==> config.mk <==
export PLATFORM = sky130hd
export DESIGN_NAME = xbar_rr_arbiter
export DESIGN_NICKNAME = d
export VERILOG_FILES = /design/src/rtl/xbar_rr_arbiter.sv
export SDC_FILE = /design/constraint.sdc
export NUM_CORES = 1
export LEC_CHECK = 0
export BUFFER_PORTS_ARGS = -buffer_cell sky130_fd_sc_hd__buf_2
export CELL_PAD_IN_SITES_DETAIL_PLACEMENT = 1
export CELL_PAD_IN_SITES_GLOBAL_PLACEMENT = 1
export CORE_MARGIN = 2
export CORE_UTILIZATION = 32
export CTS_CLUSTER_DIAMETER = 150
export DETAILED_ROUTE_END_ITERATION = 6
export GPL_TIMING_DRIVEN = 0
export PLACE_DENSITY = 0.83
export SYNTH_ARGS = -nofsm -noshare
export SYNTH_HDL_FRONTEND = slang
export SYNTH_SLANG_ARGS = --single-unit
==> constraint.sdc <==
create_clock -name clk -period 2.85 [get_ports clk]
set_input_delay 0.4275 -clock clk [delete_from_list [all_inputs] [get_ports clk]]
set_output_delay 0.4275 -clock clk [all_outputs]
set_load 0.05 [all_outputs]
==> src/rtl/xbar_rr_arbiter.sv <==
// xbar_rr_arbiter
//   Round-robin arbiter that configures one crossbar output. A winner is
//   picked in IDLE, its index is offered as a control word in CONFIG, and
//   the input holds the output in GRANT for up to BURST_LEN transfers or
//   until it drops its request. The releasing input becomes lowest priority.
//
// Ports
//   clk          rising-edge clock
//   reset        asynchronous, active-high reset
//   req_val      per-input request (tap of crossbar recv_val)
//   xfer_val     crossbar output send_val
//   xfer_rdy     crossbar output send_rdy
//   control      crossbar config word, granted index in the top SEL_W bits
//   control_val  control word valid (CONFIG only)
//   control_rdy  crossbar accepts control word
//   grant_oh     one-hot grant, all-zero outside GRANT
//   busy         high in CONFIG and GRANT
module xbar_rr_arbiter #(
    parameter int N_INPUTS          = 4,
    parameter int CONTROL_BIT_WIDTH = 32,
    parameter int BURST_LEN         = 4
) (
    input  logic                         clk,
    input  logic                         reset,
    input  logic [N_INPUTS-1:0]          req_val,
    input  logic                         xfer_val,
    input  logic                         xfer_rdy,
    output logic [CONTROL_BIT_WIDTH-1:0] control,
    output logic                         control_val,
    input  logic                         control_rdy,
    output logic [N_INPUTS-1:0]          grant_oh,
    output logic                         busy
);

    localparam int SEL_W = $clog2(N_INPUTS);
    localparam int CNT_W = $clog2(BURST_LEN + 1);

    typedef enum logic [1:0] {IDLE, CONFIG, GRANT} state_t;

    state_t             state_q, state_d;
    logic [SEL_W-1:0]   sel_q, sel_d;     // latched grant index
    logic [SEL_W-1:0]   ptr_q, ptr_d;     // highest-priority index
    logic [CNT_W-1:0]   beat_q, beat_d;   // completed transfers this grant

    logic [SEL_W-1:0]   winner;
    logic               any_req;
    logic               fire;
    logic               rel;
    int                 idx;

    // Rotating priority search. Walking offsets from high to low lets the
    // smallest offset from ptr overwrite any earlier hit, so it wins.
    always_comb begin
        winner  = '0;
        any_req = 1'b0;
        idx     = 0;
        for (int i = N_INPUTS - 1; i >= 0; i--) begin
            idx = int'(ptr_q) + i;
            if (idx >= N_INPUTS) idx = idx - N_INPUTS;
            if (req_val[SEL_W'(idx)]) begin
                winner  = SEL_W'(idx);
                any_req = 1'b1;
            end
        end
    end

    assign fire = xfer_val & xfer_rdy;

    always_comb begin
        state_d = state_q;
        sel_d   = sel_q;
        ptr_d   = ptr_q;
        beat_d  = beat_q;
        rel     = 1'b0;
        case (state_q)
            IDLE: begin
                if (any_req) begin
                    sel_d   = winner;
                    state_d = CONFIG;
                end
            end
            CONFIG: begin
                if (control_rdy) begin
                    beat_d  = '0;
                    state_d = GRANT;
                end
            end
            GRANT: begin
                // A completed beat always counts; a dropped request only
                // releases on a cycle with no transfer.
                if (fire) begin
                    beat_d = beat_q + 1'b1;
                    if (beat_q == CNT_W'(BURST_LEN - 1)) rel = 1'b1;
                end else if (!req_val[sel_q]) begin
                    rel = 1'b1;
                end
                if (rel) begin
                    state_d = IDLE;
                    ptr_d   = (sel_q == SEL_W'(N_INPUTS - 1)) ? '0 : sel_q + 1'b1;
                end
            end
            default: state_d = IDLE;
        endcase
    end

    always_ff @(posedge clk or posedge reset) begin
        if (reset) begin
            state_q <= IDLE;
            sel_q   <= '0;
            ptr_q   <= '0;
            beat_q  <= '0;
        end else begin
            state_q <= state_d;
            sel_q   <= sel_d;
            ptr_q   <= ptr_d;
            beat_q  <= beat_d;
        end
    end

    // Outputs decode straight from registered state so reset clears them
    // without waiting for an edge.
    assign busy        = (state_q != IDLE);
    assign control_val = (state_q == CONFIG);
    assign grant_oh    = (state_q == GRANT) ? (N_INPUTS'(1) << sel_q) : '0;
    assign control     = busy ? {sel_q, {(CONTROL_BIT_WIDTH - SEL_W){1'b0}}} : '0;

endmodule

; Word level (Yosys, flattened, before mapping)
; Cells that the tools add are included.
[op_classes]
n_mux = 40
add_sub_neg = 9
shifts = 1
bitwise_logic = 1
reduce_logical = 7
magnitude_cmp = 9
eq_ne = 8
[ops]
columns = op, n
row1 = $mux 32, 1
row2 = $mux 2, 12
row3 = $mux 1, 17
row4 = $lt 2x4->1 const B, 4
row5 = $bmux 1 s2, 5
row6 = $ge 3x3->1 const B, 3
row7 = $sub 2x1->2 const B, 4
row8 = $add 2x2->3 const B, 2
row9 = $mux 3, 2
row10 = $pmux 2 s3, 1
row11 = $pmux 3 s2, 1
row12 = $reduce_and 3->1, 2
row13 = $eq 2x2->1 const B, 2
row14 = $mux 4, 1
row15 = $ne 2x1->1 const B, 2
row16 = $ne 2x2->1 const B, 2
row17 = $reduce_and 2->1, 2
row18 = $reduce_bool 2->1, 2
row19 = $shl 1x2->4 const A, 1
row20 = $add 2x1->3 const B, 1
row21 = $add 3x1->3 const B, 1
row22 = $eq 3x2->1 const B, 1
row23 = $ge 2x3->1 const B, 1
row24 = $lt 2x3->1 const B, 1
row25 = other kinds (4), 4
[totals]
regBits = 9
out_inout_bits = 38
input_bits = 9
elab_cells = 79

; Longest topological paths before layout
[logic_depth]
ltp_word = 12
mapped_depth = 6
depth_no_buf = 6

; Worst setup path after synthesis
; OpenSTA, ideal clock, no wires.
[synth_timing]
path_kind = register to output
start = reg state_q[1]
end = out control[30]
setup_slack_ps = 1082
required_ps = 2423
path_buffers = 1
path_stages_with_launch = 4
arrival_time_ps = 1341
path_cell_list = dfrtp_1 -> clkbuf_1 -> nor2_1 -> nor2_1
[synth_via]
elab_chain_len = 2
[synth_rtl]
columns = item, line_no
row1 = from (decl), 40  ; state_t state_q, state_d;
row2 = from (signal assigned), 113  ; state_q <= state_d;
row3 = $reduce_bool 2->1, 122  ; assign busy = (state_q != IDLE);
row4 = $mux 32, 125  ; assign control = busy ? {sel_q, {(CONTROL_BIT_WIDTH - SEL_W){1'b0}}} : '0;
row5 = to (decl), 28  ; output logic [CONTROL_BIT_WIDTH-1:0] control,
; Every way passes these cells.

; Worst setup path after layout
[layout_timing]
start = reg state_q[1]
end = out grant_oh[3]
[layout_via]
elab_chain_len = 2
[layout_rtl]
columns = item, line_no
row1 = $eq 2x2->1, 124  ; assign grant_oh = (state_q == GRANT) ? (N_INPUTS'(1) << sel_q) : '0;
row2 = $mux 4, 124
row3 = to (decl), 31  ; output logic [N_INPUTS-1:0] grant_oh,
; Every way passes these cells.

==> results by group <==
Flow run
  • Max Cap Viol: 0

Worst setup path
  • Reg2reg end: ptr_q[1]
  • Worst path slowest cell: nor2b_1
  • CP peak stage delay: approximately 0.34 ns
  • Crit path launch: state_q[1]
  • CP max FO: 10
  • Crit path buffers/inverters: 2
  • Worst r2r src: beat_q[0]
  • CP arrival: roughly 1.7 ns
  • Crit end category: output port
  • R2R Setup Slk: 1.12 ns
  • R2R cell count: 6
  • CP startpoint kind: flop
  • CP Class: reg -> out
  • Crit-path cells: clkbuf_1 -> nor2b_1 -> and2_1 -> buf_2
  • Critical path required time: 2.42 ns
  • Delay-heaviest family, CP: buffers and inverters

Finish
  • Multi-input gate area: 477 µm²
  • Final net count: around 170
  • Fill count: 338
  • Post-route cell area: around 1100 µm²
  • Share of layout cells above drive strength 1: 0.316
  • Area Growth Syn to Fin: 29.5%
  • Most frequent cells in the layout: 30 x buf_4, 30 x conb_1, 16 x buf_2
  • Antenna cell count: 0
  • Reg area: 225 µm²

CTS
  • PostCTS Resize Cnt: 0
  • Post-CTS Setup Bufs: 0
  • Clock sink count: 9
  • Latest clock arrival within the worst-skew pair: between 0.2 and 0.3 ns
  • H-tree depth: 1
  • Clk slew on worst S/H paths: 0.06 ns
  • Clk buf depth: 2
  • CTS hold repair buffers: 0
  • Total CTS buffers: 3
  • CTS tree: built
  • Root buf cell: clkbuf_4

Routing
  • First-pass DRT Iterations: 4
  • DR WL/cell: roughly 10 µm
  • Drt via density: just over 4
  • Drt first-iter violations: 9
  • DR vias: 751
  • ANT nets after route: 0
  • DRC viols: 0
  • Final wirelength: 1.89 mm

Logic synthesis
  • Yosys top cell area share: 0.263
  • Syn. warnings: 0
  • Post-synthesis compound-gate area fraction: 0.152
  • Main combinational cell family by area after synthesis: buffers and inverters
  • Multiplexer share of the synthesized area: 0.0380
  • Async set-reset flop share out of synthesis: 1.00
  • EDFF count, synth: 0
  • Ys flop type: dfrtp_1
  • Synth top area cells: buf_4 26%, dfrtp_1 26%, ha_1 8.8%, nor2_1 4.8%, inv_1 3.9%
  • Synth unique cells: 27
  • Area leader, netlist: buf_4
  • Simple-gate share of the synthesized area: 0.148
  • Post-Synth XOR/XNOR Area: 0
  • Syn_area_per_cell: a little over 8 µm²
  • Sequential-to-total area share from yosys stat: 0.263
  • Post-synthesis adder-cell area fraction: 0.0877
  • Cell Area, Synth: 856 µm²
  • Register bit total from synthesis: 9
  • Syn Inst Count: between 100 and 150

STA
  • Fin Setup TNS: 0 ns
  • Final Hold Viols: 0
  • Max-slew violation count: 0
  • Unrepaired setup endpoints after global routing: no
  • Setup Skew: about 0.005 ns
  • Setup violations, final: 0
  • Tcrit/Tclk final: 0.733
  • Final worst path period need: roughly 2.1 ns
  • Fmax: around 0.48 GHz

Run status
  • Status: complete, no violations

Global route
  • Initial antenna violation count: 0
  • Vias in the first global route: 715
  • Largest net degree at the start of global routing: 11
  • Global-route wire length before repair: roughly 3.0 mm
  • Total grt overflow: 0
  • Gr usage total: 0.124

Floorplanning
  • Die W: 55.7 µm
  • Starting Density: 0.342
  • Die Area: approximately 3100 µm²
  • Die height: 55.7 µm
  • Core ar.: 2500 µm²
  • Boundary Pins: 47
  • FP Rows: 18

Placement
  • Dpl cell area: about 1100 µm²
  • Final GP Congestion: between 0.7 and 0.8
  • # port buffers: 16
  • DP HPWL: between 1.5 and 2 mm

Power and ir drop
  • Maximum VDD drop: roughly 380 µV
  • PwrDens: 798 nW/µm²
  • Pleak: about 0.64 nW

Worst hold path
  • Class of the worst hold path: in -> async
## final cells by class
cell class	count	area share
multi-input cells	86	0.430
plain buffers	31	0.207
flip-flops and latches	9	0.203
repair buffers	16	0.0722
well taps	30	0.0339
inverters	9	0.0305
clock buffers	4	0.0237
## logic make-up (layout without fill, tap and decap cells)
group           Yosys count  after routing
buf+inv                  40             60
flops                     9              9
other cells               1             30
fa+ha+maj                 6              6
mux                       3              3
compound gates           20             20
simple gates             27             27
## cells in the mapped netlist (all sizes together), types with 2 or more instances
cell	n
a211oi	3
ha	6
a21oi	6
nand2	6
o21ai	2
buf	30
o22ai	2
nor2	11
dfrtp	9
and2	4
mux2	2
inv	9
nor2b	2
## where the power goes
part | switching (mW) | total (mW) | internal (mW)
logic | 0.391 | 0.548 | 0.157
registers | 0.0641 | 0.239 | 0.175
clock network | 0.0434 | 0.0973 | 0.0539
total | 0.498 | 0.885 | 0.386
## metrics by stage
stage,instances,total power [mW],utilization,worst slack (ns),hold WS [ns]
floorplan,135,0.674,-,1.08,0.255
global placement,181,0.764,0.433,1.12,0.387
detailed placement,181,0.795,0.433,1.02,0.407
CTS,185,0.896,0.443,0.735,0.120
global route,185,0.960,0.443,0.584,0.139
finish,185,0.885,0.443,0.761,0.110
## flip-flops by register name (all words and copies together), names as in the netlist
name and flops:
beat_q 3, state_q 2, sel_q 2, ptr_q 2
## worst max-delay path by stage
stage             endpoint  slack, ns  cells after the start
6_report       grant_oh[3]       0.76                      4
4_1_cts        grant_oh[1]       0.73                      4
3_5_place_dp   grant_oh[2]       1.02                      4
2_1_floorplan  control[30]       1.08                      3
3_3_place_gp   grant_oh[3]       1.12                      4
5_1_grt        grant_oh[3]       0.58                      4
## layer usage
metal,vias up,GRT usage,part of all wire,wire (µm)
li1,390,-,-,-
met2,28,0.230,0.54,1020
met5,-,0,0,0
met1,333,0.136,0.40,758
met4,0,0.0732,0,0
met3,0,0.00930,0.059,111
## worst register-to-register path: stages (launching register included)
cell	delay (ns)
dfrtp_1	0.41
ha_1	0.22
ha_1	0.17
and3_1	0.18
a31oi_1	0.20
a21oi_1	0.13
mux2_1	0.33
Note: power is estimated with default switching activity, not from simulation.
